**config.mk**
```make
export PLATFORM = sky130hd
export DESIGN_NAME = mio_arbiter
export DESIGN_NICKNAME = d
export VERILOG_FILES = /design/src/rtl/mio_arbiter_pkg.sv /design/src/rtl/rr_pick2.sv /design/src/rtl/mio_arbiter.sv
export SDC_FILE = /design/constraint.sdc
export NUM_CORES = 1
export LEC_CHECK = 0
export CAP_MARGIN = 20
export CELL_PAD_IN_SITES_DETAIL_PLACEMENT = 1
export CELL_PAD_IN_SITES_GLOBAL_PLACEMENT = 2
export CORE_AREA = 4 4 173 175
export DETAILED_ROUTE_END_ITERATION = 8
export DIE_AREA = 0 0 177 179
export HOLD_SLACK_MARGIN = 0.12
export PLACE_DENSITY = 0.73
export SKIP_LAST_GASP = 1
export SYNTH_ARGS = -nofsm -noshare
export SYNTH_HDL_FRONTEND = slang
export SYNTH_SLANG_ARGS = --single-unit
```
**constraint.sdc**
```tcl
create_clock -name clk -period 1.7 [get_ports clk]
set_input_delay 0.51 -clock clk [delete_from_list [all_inputs] [get_ports clk]]
set_output_delay 0.51 -clock clk [all_outputs]
set_load 0.02 [all_outputs]
```
**src/rtl/mio_arbiter_pkg.sv**
```systemverilog
// Shared types and constants for the MIO arbiter.
// Imported by the arbiter top and its picker.
package mio_arbiter_pkg;

  typedef enum logic [1:0] {
    ST_IDLE = 2'd0,
    ST_BUSY = 2'd1,
    ST_DONE = 2'd2
  } state_e;

  localparam logic OWN_CPU = 1'b0;
  localparam logic OWN_LDR = 1'b1;

  // Fill bit for the read data returned on a timeout abort.
  localparam logic ERR_FILL = 1'b1;

endpackage

```
**src/rtl/rr_pick2.sv**
```systemverilog
// Two-way fixed-priority / round-robin picker.
// grant: 0 = port 0 (CPU), 1 = port 1 (loader).
module rr_pick2 #(
  parameter int CPU_PRIO = 1
) (
  input  logic [1:0] req,
  input  logic       last,
  output logic       grant
);

  logic both;
  logic only1;

  assign both  = req[0] & req[1];
  assign only1 = req[1] & ~req[0];

  // Ties go to port 0 or to the port not served last.
  always_comb begin
    grant = 1'b0;
    unique case (1'b1)
      both:    grant = (CPU_PRIO != 0) ? 1'b0 : ~last;
      only1:   grant = 1'b1;
      default: grant = 1'b0;
    endcase
  end

endmodule

```
**src/rtl/mio_arbiter.sv**
```systemverilog
// CPU / loader arbiter for the shared data-memory slave.
// Req/ack sequencing with a saturating timeout watchdog.
module mio_arbiter
  import mio_arbiter_pkg::*;
#(
  parameter int AW       = 32,
  parameter int DW       = 32,
  parameter int TIMEOUT  = 255,
  parameter int CPU_PRIO = 1
) (
  input  logic          clk,
  input  logic          rst,
  input  logic          cpu_req,
  input  logic          cpu_we,
  input  logic [AW-1:0] cpu_addr,
  input  logic [DW-1:0] cpu_wdata,
  output logic [DW-1:0] cpu_rdata,
  output logic          cpu_ack,
  output logic          cpu_stall,
  input  logic          ldr_req,
  input  logic          ldr_we,
  input  logic [AW-1:0] ldr_addr,
  input  logic [DW-1:0] ldr_wdata,
  output logic [DW-1:0] ldr_rdata,
  output logic          ldr_ack,
  output logic          mem_req,
  output logic          mem_we,
  output logic [AW-1:0] mem_addr,
  output logic [DW-1:0] mem_wdata,
  input  logic [DW-1:0] mem_rdata,
  input  logic          mem_ack,
  output logic          bus_err,
  output logic          owner
);

  localparam logic [7:0] TO_LAST = 8'(TIMEOUT - 1);
  localparam logic [DW-1:0] ERR_DATA = {DW{ERR_FILL}};

  state_e        state_q, state_d;
  logic          owner_q, owner_d;
  logic          last_q, last_d;
  logic [7:0]    cnt_q, cnt_d;
  logic          we_q, we_d;
  logic [AW-1:0] addr_q, addr_d;
  logic [DW-1:0] wdata_q, wdata_d;
  logic [DW-1:0] crd_q, crd_d;
  logic [DW-1:0] lrd_q, lrd_d;
  logic          pick;

  rr_pick2 #(
    .CPU_PRIO(CPU_PRIO)
  ) u_pick (
    .req   ({ldr_req, cpu_req}),
    .last  (last_q),
    .grant (pick)
  );

  // Next-state, latch and output decode for IDLE/BUSY/DONE.
  always_comb begin
    state_d = state_q;
    owner_d = owner_q;
    last_d  = last_q;
    cnt_d   = cnt_q;
    we_d    = we_q;
    addr_d  = addr_q;
    wdata_d = wdata_q;
    crd_d   = crd_q;
    lrd_d   = lrd_q;
    mem_req = 1'b0;
    cpu_ack = 1'b0;
    ldr_ack = 1'b0;
    bus_err = 1'b0;
    unique case (state_q)
      ST_IDLE: begin
        cnt_d = 8'd0;
        if (cpu_req | ldr_req) begin
          owner_d = pick;
          we_d    = pick ? ldr_we : cpu_we;
          addr_d  = pick ? ldr_addr : cpu_addr;
          wdata_d = pick ? ldr_wdata : cpu_wdata;
          state_d = ST_BUSY;
        end
      end
      ST_BUSY: begin
        mem_req = 1'b1;
        cnt_d   = (cnt_q == 8'hFF) ? cnt_q : cnt_q + 8'd1;
        if (mem_ack) begin
          if (!we_q) begin
            if (owner_q == OWN_LDR) lrd_d = mem_rdata;
            else                    crd_d = mem_rdata;
          end
          state_d = ST_DONE;
        end else if (cnt_q >= TO_LAST) begin
          bus_err = 1'b1;
          if (owner_q == OWN_LDR) lrd_d = ERR_DATA;
          else                    crd_d = ERR_DATA;
          state_d = ST_DONE;
        end
      end
      ST_DONE: begin
        cpu_ack = (owner_q == OWN_CPU);
        ldr_ack = (owner_q == OWN_LDR);
        cnt_d   = 8'd0;
        last_d  = owner_q;
        state_d = ST_IDLE;
      end
      default: state_d = ST_IDLE;
    endcase
  end

  // State and datapath registers; reset clears everything.
  always_ff @(posedge clk or negedge rst) begin
    if (!rst) begin
      state_q <= ST_IDLE;
      owner_q <= OWN_CPU;
      last_q  <= OWN_LDR;
      cnt_q   <= 8'd0;
      we_q    <= 1'b0;
      addr_q  <= '0;
      wdata_q <= '0;
      crd_q   <= '0;
      lrd_q   <= '0;
    end else begin
      state_q <= state_d;
      owner_q <= owner_d;
      last_q  <= last_d;
      cnt_q   <= cnt_d;
      we_q    <= we_d;
      addr_q  <= addr_d;
      wdata_q <= wdata_d;
      crd_q   <= crd_d;
      lrd_q   <= lrd_d;
    end
  end

  assign mem_we    = mem_req & we_q;
  assign mem_addr  = addr_q;
  assign mem_wdata = wdata_q;
  assign cpu_rdata = crd_q;
  assign ldr_rdata = lrd_q;
  assign owner     = owner_q;
  assign cpu_stall = cpu_req & ~cpu_ack;

endmodule

```
### Word level (Yosys, flattened, before mapping)

Index checks and enable logic that the tools add are counted.

* register bits: 140
* latch bits: 0
* bits in writable memories: 0
* memory bits (read-only): 0
* bits of input ports: 167
* output and inout port bits: 135
* word-level logic and storage cells: 59
* memories: 0

* $add $sub $neg: 1
* multiply operators: 0
* div/mod/pow operators: 0
* $lt $le $gt $ge: 1
* equal/unequal tests: 7
* shift operators: 0
* multiplexer cells: 26
* bitwise logic cells: 7
* reductions and logical operators: 9

Operators by type and width (count)
* $mux W32: 12
* $pmux W8 S2: 1
* $add A8 B1 Y8 const B: 1
* $eq A8 B8 Y1 const B: 1
* $ge A8 B8 Y1 const B: 1
* $mux W1: 8
* $mux W8: 1
* $reduce_and A4 Y1: 2
* $mux W2: 3
* $ne A2 B2 Y1 const B: 3
* $reduce_and A2 Y1: 3
* $pmux W2 S2: 1
* $reduce_bool A2 Y1: 2
* $and A1 B1 Y1: 3
* $ne A3 B3 Y1 const B: 1
* $not A1 Y1: 3
* $eq A2 B1 Y1 const B: 1
* $eq A2 B2 Y1 const B: 1
* $logic_not A2 Y1: 1
* $reduce_or A2 Y1: 1
* $or A1 B1 Y1: 1

### Longest topological paths before layout

* depth in word-level cells: 4
* gate-level depth with buffers: 7
* depth with buffers taken out: 5

### Modules after synthesis

From an unflattened synthesis, not the netlist that was laid out.

* cells, all modules: 503
* area, all modules: 6069.6 um^2

Modules (own cells, without submodules)
* mio_arbiter: instances 1, cells an instance 502, area each 6055.8 um^2, sequential area each 3529.6 um^2
* rr_pick2: instances 1, cells an instance 1, area each 13.8 um^2, sequential area each 0.0 um^2

### Worst setup path before layout

No wires, ideal clock.

* kind: register to output
* from: register owner_q (netlist: owner)
* to: output port cpu_stall
* data arrival time: 1.364 ns
* data required time: 1.190 ns
* path slack: -0.174 ns
* cell stages (with the launch flop): 3
* path buffers: 0
* path through: dfrtp_1 -> nor3b_1 -> nor2b_1

* word-level cells in the longest chain between the ends: 4

RTL lines
* from (decl): RTL line mio_arbiter.sv:40 `logic owner_q, owner_d;`
* from (signal assigned): RTL line mio_arbiter.sv:125 `owner_q <= owner_d;`
* $not A1 Y1 (no source line)
* $mux W1: RTL line mio_arbiter.sv:73 `unique case (state_q)`
* via cpu_ack: RTL line mio_arbiter.sv:18 `output logic cpu_ack,`
* $not A1 Y1: RTL line mio_arbiter.sv:142 `assign cpu_stall = cpu_req & ~cpu_ack;`
* $and A1 B1 Y1: RTL line mio_arbiter.sv:142
* to (decl): RTL line mio_arbiter.sv:19 `output logic cpu_stall,`

The timed path passes the listed nets, and every way through them passes these cells.

### Final worst setup path

* from: register cnt_q[0]
* to: output port bus_err

* word-level cells in the longest chain between the ends: 4

RTL lines
* from (decl): RTL line mio_arbiter.sv:42 `logic [7:0] cnt_q, cnt_d;`
* from (signal assigned): RTL line mio_arbiter.sv:127 `cnt_q <= cnt_d;`
* $ge A8 B8 Y1: RTL line mio_arbiter.sv:93 `end else if (cnt_q >= TO_LAST) begin`
* $mux W1: RTL line mio_arbiter.sv:93
* $mux W1: RTL line mio_arbiter.sv:87 `if (mem_ack) begin`
* $mux W1: RTL line mio_arbiter.sv:73
* to (decl): RTL line mio_arbiter.sv:32 `output logic bus_err,`

Every way passes these cells.

==> impl_metrics.toml <==
[status]
status = "finished, violations left"
violations = "negative setup slack"

[power]
power_frac_comb_pct = 49.5
p_clk_share_pct = 18.9
netSwitchingFraction_pct = 40.8
pwr-share-seq_pct = 31.7
p_int_mw = 10.8
switchingPower_mw = 7.44
power_density_nw_per_um2 = 1680
p_leak_nw = 4.63
vdd_drop_max_mv = 0.632
power_mw = 18.3

[timing]
timing.hold.ws_ns = 0.472
worst_slack_ns = -0.361
finalSetupViolCount = 31
timing.final.hold_violations = 0
grt_setup_unrepaired = "yes"
fin_crit_sh_pct = 121
worst_pin_slew_ns = 0.344
slew_headroom_pct = 77.0
finalMaxSlewViolations = 0
post-route-min-period_ns = 2.06
skew_ns = 0.0195
fmax_ghz = 0.485

[clock_tree]
cts_sinks = 140
cts_root_buf = "clkbuf_16"
clock_path_buffers = 2
clk_pin_slew_ns = 0.06
htreeDepth = 4
tritoncts = "yes"
cts-buffers-inserted = 17
clk_latency_ns = 0.42

[layout]
seqCellArea_um2 = 3510
final_util_pct = 38.3
most-common-layout-cells = "clkdlybuf4s50_1 (163), dfrtp_1 (138), dlygate4sd2_1 (107)"
fillers = 3155
drive_gt1_share_pct = 24.9
final_common_cell = "clkdlybuf4s50_1"
nNetsFinal = 1028
multi_input_area_um2 = 2530
syn2layout_area_growth_pct = 76.4
diodes = 0

[synth]
synth_area_um2 = 6170
synth_seq_cells = 140
synth_fp_nets = 672
ys_seq_area_share_pct = 56.8
synth_cell_types = 40
ys.flop_type = "dfrtp_1"
syn_avg_cell_area_um2 = 12.3
synthCells = 503
async_flop_share_pct = 100
synth-warning-count = 0
synth_edf_count = 0

[floorplan]
die-area_um2 = 31700
std_cell_rows = 62
fp.dieH_um = 179
initial_core_util_pct = 21.7
die-width_um = 177
core-area_um2 = 28500
ios = 302

[detailed_routing]
drtIter0Drc = 183
dr.pass1.iters = 5
drc = 0
routedWlPerCell_um = 18.6
drt_wl_total_um = 23300
ant_nets = 0
dr_total_vias = 5513
via_per_inst = 4.39

[place]
dp_hpwl_um = 16600
gp_congestion = 0.730
port_buffers = 301

[grt]
antenna_found_initial = 0
grt_pass1_wl_um = 33600
grt_util_all_layers_pct = 13.8
grt_max_degree = 53
gr-total-overflow = 0
grt_pass1_vias = 5848

[worst_setup_path]
critPathArrivalTime_ns = 1.55
rrSetupSlack_ns = -0.02
critical_path.startpoint_type = "flop"
cp_slowest_cell = "dfrtp_1"
endpoint_kind = "primary output"
reg2regPathDepth = 7
path_class = "reg2out"
slowest_delay_ns = 0.37
worstPathMaxFanout = 2
required_ns = 1.19
cp_cell_sequence = "inv_1 > ha_2 > o211ai_1 > buf_4 > nor3_4 > buf_6"

[min_path]
holdPathStages = 2
hold_path.class = "reg2reg"

[job]
drv_cap = 0
[state kept, by name, summed over array words and instances (netlist names)]
register   cells
cpu_rdata     32
ldr_rdata     32
mem_addr      32
mem_wdata     32
cnt_q          8
state_q        2
owner          1
we_q           1
[through the flow]
step           cells  setup TNS [ns]  setup slack (ns)  cell area (um^2)
5_1_grt         1255           -6.00            -0.469             10900
6_report        1255           -1.51            -0.361             10900
3_5_place_dp    1203          -50.72            -0.656             10000
4_1_cts         1245           -1.47            -0.395             10600
3_3_place_gp    1203          -50.08            -0.625             10000
2_1_floorplan    503               0            0.0275              6180
[final timing paths]
check	start	end
max reg2reg	cnt_q[0]	ldr_rdata[18]
max in group asynchronous	rst	mem_wdata[18]
min in group asynchronous	rst	cpu_rdata[31]
min	mem_wdata[23]	mem_wdata[23]
min reg2reg	mem_wdata[23]	mem_wdata[23]
max	cnt_q[0]	bus_err
[power by group through the flow]
stage	Clock, mW	Combinational (mW)	Sequential [mW]
floorplan	0	2.72	7.70
global placement	0	9.59	5.81
detailed placement	0	9.69	5.89
CTS	3.58	8.87	5.78
global route	3.71	9.76	6.01
finish	3.44	9.03	5.78
[Yosys cell counts (3+ instances only)]
cell      instances  area share, %
o32a_1            3           0.49
a21oi_1           6           0.49
buf_6            11            2.0
and2_1            4           0.41
inv_1             4           0.24
buf_2            15            1.2
mux2i_1          66             11
dfrtp_1         140             57
o32a_2           61             11
nand2_1          67            4.1
o21ai_0          67            5.4
clkbuf_1         11           0.67
xnor2_1           3           0.43
nor2_1            8           0.49
[kinds of logic (layout without fill, tap and decap cells)]
logic type / Yosys count / count (layout) / synth area share, %
compound gates: 146 / 146 / 19.3
flops: 140 / 140 / 56.8
simple gates: 98 / 98 / 7.52
mux: 66 / 66 / 10.7
buf+inv: 46 / 414 / 4.60
xor+xnor: 5 / 5 / 0.710
fa+ha+maj: 2 / 2 / 0.405
[layout make-up]
type                            count  share of cell area (%)
Timing Repair Buffer              378                    35.0
Sequential cell                   140                    32.2
Multi-Input combinational cell    317                    23.3
Tap cell                          384                    4.41
Clock buffer                       18                    4.03
Clock inverter                     13                   0.896
Inverter                            5                   0.172
[metal layers]
| metal | GRT usage [%] | part of all wire (%) | vias up |
|---|---|---|---|
| met5 | 0 | 0 | - |
| li1 | - | - | 2581 |
| met4 | 4.13 | 1.3 | 0 |
| met2 | 22.5 | 47 | 241 |
| met1 | 16.9 | 42 | 2674 |
| met3 | 5.65 | 9.9 | 17 |
[critical path, delay by kind of cell, from the launching register on]
family	cells	cell delay, ns
AO/OA/AOI/OAI	1	0.08
adder cells (fa/ha/maj)	1	0.18
buffers and inverters	3	0.36
flip-flops	1	0.37
AND/OR/NAND/NOR	1	0.14
[what timing repair did]
action / CTS / global route
setup buffers: 8 / 10
hold buffers: 1 / 0
endpoints found under the hold margin: 7 / 0
pin swaps: 2 / 7
cloned: 2 / 6
endpoints found under the setup margin: 139 / 148
gates resized for setup: 194 / 48
Note: power is estimated with default switching activity, not from simulation.
